File: config.mk
export PLATFORM = sky130hd
export DESIGN_NAME = fetch_pc_unit
export DESIGN_NICKNAME = d
export VERILOG_FILES = /design/src/rtl/fetch_pkg.sv /design/src/rtl/fetch_perf_counter.sv /design/src/rtl/fetch_pc_unit.sv
export SDC_FILE = /design/constraint.sdc
export NUM_CORES = 1
export LEC_CHECK = 0
export BUFFER_PORTS_ARGS = -buffer_cell sky130_fd_sc_hd__buf_4
export CORE_ASPECT_RATIO = 0.8
export CORE_MARGIN = 2
export CORE_UTILIZATION = 50
export CTS_CLUSTER_SIZE = 40
export DETAILED_ROUTE_END_ITERATION = 7
export HOLD_SLACK_MARGIN = 0.05
export PLACE_DENSITY = 0.8
export REMOVE_ABC_BUFFERS = 1
export SYNTH_ARGS = -nofsm -noshare
export SYNTH_HDL_FRONTEND = slang
export SYNTH_SLANG_ARGS = --single-unit
File: constraint.sdc
create_clock -name clock -period 2.9 [get_ports clock]
set_clock_uncertainty 0.05 [all_clocks]
set_input_delay 0.145 -clock clock [delete_from_list [all_inputs] [get_ports clock]]
set_output_delay 0.145 -clock clock [all_outputs]
set_load 0.01 [all_outputs]
File: src/rtl/fetch_pkg.sv
// Shared types and constants for the fetch PC unit.
package fetch_pkg;

  typedef enum logic [1:0] {
    REQ  = 2'd0,
    WAIT = 2'd1,
    HOLD = 2'd2
  } fetch_state_t;

  localparam logic [31:0] NOP_INSTR   = 32'h0000_0013;
  localparam int unsigned INSTR_BYTES = 4;

  function automatic logic [31:0] align_word(input logic [31:0] addr);
    return {addr[31:2], 2'b00};
  endfunction

endpackage

File: src/rtl/fetch_perf_counter.sv
// Consumed-instruction and stall-cycle counters for the fetch stage.
module fetch_perf_counter (
  input  logic        clock,
  input  logic        reset,
  input  logic        valid_out,
  input  logic        stall,
  output logic [31:0] fetch_count,
  output logic [31:0] stall_cycles
);

  logic [31:0] r_fetch_count;
  logic [31:0] r_stall_cycles;

  always_ff @(posedge clock or posedge reset) begin
    if (reset) begin
      r_fetch_count  <= '0;
      r_stall_cycles <= '0;
    end else begin
      if (valid_out && !stall) r_fetch_count  <= r_fetch_count + 32'd1;
      if (valid_out && stall)  r_stall_cycles <= r_stall_cycles + 32'd1;
    end
  end

  assign fetch_count  = r_fetch_count;
  assign stall_cycles = r_stall_cycles;

endmodule

File: src/rtl/fetch_pc_unit.sv
// PC generation and instruction fetch with one outstanding request.
// Define FETCH_PERF_CNT_EN to add the fetch_count / stall_cycles outputs.
module fetch_pc_unit #(
  parameter logic [31:0] RESET_PC  = 32'h0000_0000,
  parameter logic [31:0] NOP_INSTR = fetch_pkg::NOP_INSTR
) (
  input  logic        clock,
  input  logic        reset,
  output logic        imem_req_valid,
  input  logic        imem_req_ready,
  output logic [31:0] imem_req_addr,
  input  logic        imem_rsp_valid,
  input  logic [31:0] imem_rsp_data,
  input  logic        redirect,
  input  logic [31:0] redirect_pc,
  input  logic        stall,
  output logic [31:0] instruction,
  output logic [31:0] program_counter,
  output logic        valid_out
`ifdef FETCH_PERF_CNT_EN
  ,
  output logic [31:0] fetch_count,
  output logic [31:0] stall_cycles
`endif
);

  import fetch_pkg::*;

  fetch_state_t r_state;
  logic [31:0]  r_pc;
  logic [31:0]  r_inflight_pc;
  logic [31:0]  r_buf;
  logic         r_discard;

  always_ff @(posedge clock or posedge reset) begin
    if (reset) begin
      r_state       <= REQ;
      r_pc          <= RESET_PC;
      r_inflight_pc <= '0;
      r_buf         <= NOP_INSTR;
      r_discard     <= 1'b0;
    end else if (redirect) begin
      r_pc  <= align_word(redirect_pc);
      r_buf <= NOP_INSTR;
      // A request already accepted must have its late response swallowed.
      if (r_state == WAIT && !imem_rsp_valid) begin
        r_discard <= 1'b1;
      end else begin
        r_discard <= 1'b0;
        r_state   <= REQ;
      end
    end else begin
      case (r_state)
        REQ: begin
          if (imem_req_ready) begin
            r_inflight_pc <= r_pc;
            r_pc          <= r_pc + 32'(INSTR_BYTES);
            r_state       <= WAIT;
          end
        end
        WAIT: begin
          if (imem_rsp_valid) begin
            if (r_discard) begin
              r_discard <= 1'b0;
              r_state   <= REQ;
            end else if (stall) begin
              r_buf   <= imem_rsp_data;
              r_state <= HOLD;
            end else begin
              r_state <= REQ;
            end
          end
        end
        HOLD: begin
          if (!stall) r_state <= REQ;
        end
        default: r_state <= REQ;
      endcase
    end
  end

  always_comb begin
    imem_req_valid = 1'b0;
    valid_out      = 1'b0;
    instruction    = NOP_INSTR;
    case (r_state)
      REQ:  imem_req_valid = !redirect && !reset;
      WAIT: begin
        if (imem_rsp_valid && !r_discard && !redirect) begin
          valid_out   = 1'b1;
          instruction = imem_rsp_data;
        end
      end
      HOLD: begin
        if (!redirect) begin
          valid_out   = 1'b1;
          instruction = r_buf;
        end
      end
      default: ;
    endcase
  end

  assign imem_req_addr   = r_pc;
  assign program_counter = r_inflight_pc;

`ifdef FETCH_PERF_CNT_EN
  fetch_perf_counter u_perf (
    .clock        (clock),
    .reset        (reset),
    .valid_out    (valid_out),
    .stall        (stall),
    .fetch_count  (fetch_count),
    .stall_cycles (stall_cycles)
  );
`endif

endmodule
==> metrics.txt <==
Post-Syn Area roughly 4700 µm²; EDFF count, synth 0; Critical Path Start Type flop; WP buf/inv 1; Mean Syn Cell Area about 10 µm²; IO buf count about 160; aggregate global-route resource usage 0.2718; worst reg2reg path depth 7; post_cts resized 0; Cell Pwr Density 678.8 nW/µm²; Slew HR 0.1562; Reg-to-Reg Start r_state[0]; worst path required time 3.08 ns; dpl hpwl 8834 µm; Synth Area in Compound Gates 0.1561; cell internal pwr ~3300 µW; highest clock rate 0.4136 GHz; Setup TNS 0 ns; Nets between 700 and 800; Worst-Margin Slew around 1.3 ns; CP delay by family, top simple AND/OR/NAND/NOR gates; hold crit path type input pin to flop; die height ~91 µm; row count 31; vias in the first global route about 4600; post-synthesis mux area share 0.06860; gpl congestion 0.8166; share of layout cells above drive strength 1 0.3259; Die ar. between 10000 and 15000 µm²; ANT cells 0; Clock Path Buffers 2; Reg clk slew, reported paths roughly 0.070 ns; Clock power frac 0.266; reg-to-reg endpoint imem_req_addr[26]; setup slack at placement roughly 0.48 ns; layout overhead on the synthesized area 47.91%; Mapped Cells 457; initial antenna violation count 0; Post-synth top cells dfrtp_1 (92), nand2_1 (55), nor2b_1 (30), o21ai_0 (30); DRT Pass-1 Iters 5; Post-DRT Antenna Nets 0; Switching Share 0.3117; unrepaired setup endpoints after global routing false; aggregate global routing overflow 0; Core Area 9115 µm²; count of final max-slew check failures 0; TritonCTS Sinks 95; Main synth FF type dfrtp_1; drt wl/cell 17.19 µm; combinational family with the most area after synthesis simple AND/OR/NAND/NOR gates; status complete, no violations; number of max-cap violations 0; Worst Hold Path EP r_state[1]; I/O Pins 168; Tmin final 2.418 ns; filler cell count 615; CP max stage delay 0.60 ns; H-Tree Depth 3; XOR/XNOR Fraction of Synth Area 0.05398; WS Path Type flop to flop; Psw 1473 µW; register area 2381 µm²; top-area cell type share of the netlist area 0.4892; most frequent cell after synthesis dfrtp_1; sequential fraction of the synthesis area 0.5060; Multi-input gate area 2152 µm²; Root Driver clkbuf_16; initial DRC count 284; drt drc 0; # setup viols final 0; first-pass GRT wire length around 22000 µm; CTS tree yes; final setup margin 0.4823 ns; drt via density between 5 and 6; flop-to-flop setup slack between 0.4 and 0.5 ns; Num CTS Buffers 9; DRT Wirelength 13580 µm; combinational share of power 0.342; Hold Path Cell Cnt 3; yosys warns 0; Die Wd 112.5 µm; critical path's slowest cell or4_4; sequential share of power 0.392; vias 4385; Post-Synth Simple-Gate Area 0.1601; peak supply drop 518.6 µV; largest net degree at the start of global routing 70; hold_sp stall; period utilisation layout 0.8337; Starting Density 0.5163; capturing element type of the critical path flop; final hold vios 0; # Post-CTS Setup Buffers 0; Netlist cell types 37; crit path cell chain inv_1 > ha_1 > nand3_2 > or4_4 > nor4_2 > xor2_1 > mux2_2; clock latency on the worst-skew pair 0.34 ns; largest area contributor in the netlist dfrtp_1; LEAKAGE 0.003195 µW; Yosys reg bits 95; Post-synth ARST share 1.000; Synth area leaders dfrtp_1 (49%), mux2_2 (6.2%), a22o_1 (5.4%); Max Fanout on Critical Path 5; post-synthesis adder-cell area fraction 0.01329; Critical Path AT 2.60 ns
-- through the flow --
stage / instances / total power [µW] / util / hold WS [ns] / cell area, µm²
4_1_cts: 790 / 4739 / 0.7636 / 0.06596 / 6960
6_report: 790 / 4725 / 0.7636 / 0.07177 / 6960
2_1_floorplan: 427 / 2619 / - / 0.1843 / 4576
3_3_place_gp: 710 / 3345 / 0.6589 / 0.3029 / 6006
3_5_place_dp: 710 / 3410 / 0.6589 / 0.3083 / 6006
5_1_grt: 790 / 4977 / 0.7636 / 0.08973 / 6960
-- registers in the layout, summed over array words and instances (netlist names) --
name and cells:
r_buf 32, imem_req_addr 30, program_counter 30, r_state 2, r_discard 1
-- placed cells by master, fill, tap and decap left out, types with 12 or more instances in the layout --
| master | Yosys | layout |
|---|---|---|
| nor2b_1 | 30 | 29 |
| xnor2_1 | 20 | 20 |
| o21ai_0 | 30 | 30 |
| buf_4 | 4 | 167 |
| a22o_1 | 29 | 29 |
| dlygate4sd3_1 | 0 | 64 |
| dfrtp_1 | 92 | 92 |
| nand2_1 | 55 | 55 |
| a22oi_1 | 29 | 29 |
| mux2_2 | 26 | 26 |
| inv_1 | 13 | 12 |
-- power groups by stage --
stage | Clock [µW] | Combinational (µW) | Sequential [µW]
after CTS | 1280 | 1620 | 1850
after floorplan | 0 | 666 | 1950
after global routing | 1330 | 1740 | 1900
after detailed placement | 0 | 1540 | 1870
final | 1260 | 1610 | 1850
after global placement | 0 | 1500 | 1840
-- cell type report --
cell class	count	share of cell area
clock buffer	11	0.03344
multi-input combinational	318	0.3092
clock inverter	5	0.01168
timing repair buffer	232	0.2750
inverter	14	0.007909
sequential	95	0.3421
tap	115	0.02067
-- worst max-delay path by stage --
stage	startpoint	endpoint	slack [ns]	cells past startpoint
finish	r_state[0]	imem_req_addr[26]	0.48	7
global route	r_state[1]	r_buf[27]	0.33	5
CTS	r_state[0]	imem_req_addr[26]	0.48	7
detailed placement	r_state[0]	imem_req_addr[26]	0.48	7
global placement	r_state[0]	imem_req_addr[26]	0.58	7
floorplan	reset	imem_req_addr[10]	0.23	1
-- layer usage --
layer	track usage	up-vias	wire (µm)
met5	0	-	0
met3	0.05570	36	692
li1	-	2039	-
met1	0.3535	2163	5713
met4	0.1148	0	388
met2	0.4438	147	6788
-- kinds of logic (layout without fill, tap and decap cells) --
group / count (synthesis) / in the layout
buffers and inverters: 47 / 262
AO/OA/AOI/OAI: 105 / 105
XOR/XNOR: 29 / 29
AND/OR/NAND/NOR: 146 / 146
adder cells (fa/ha/maj): 5 / 5
flip-flops: 95 / 95
other: 1 / 4
multiplexers: 29 / 29
-- worst register-to-register path: cells and delay by family (launching register included) --
family	cells	cell delay [ns]
buffers and inverters	1	0.13
DFF	1	0.38
muxes	1	0.28
and+or+nand+nor	3	1.10
xor gates and xnor gates	1	0.10
adders and majority gates	1	0.27
-- what timing repair did --
action,4_1_cts,5_1_grt
endpoints found under the setup margin,0,0
hold buffers,64,0
endpoints found under the hold margin,127,0
No activity file was read; power rests on OpenSTA's default activity.
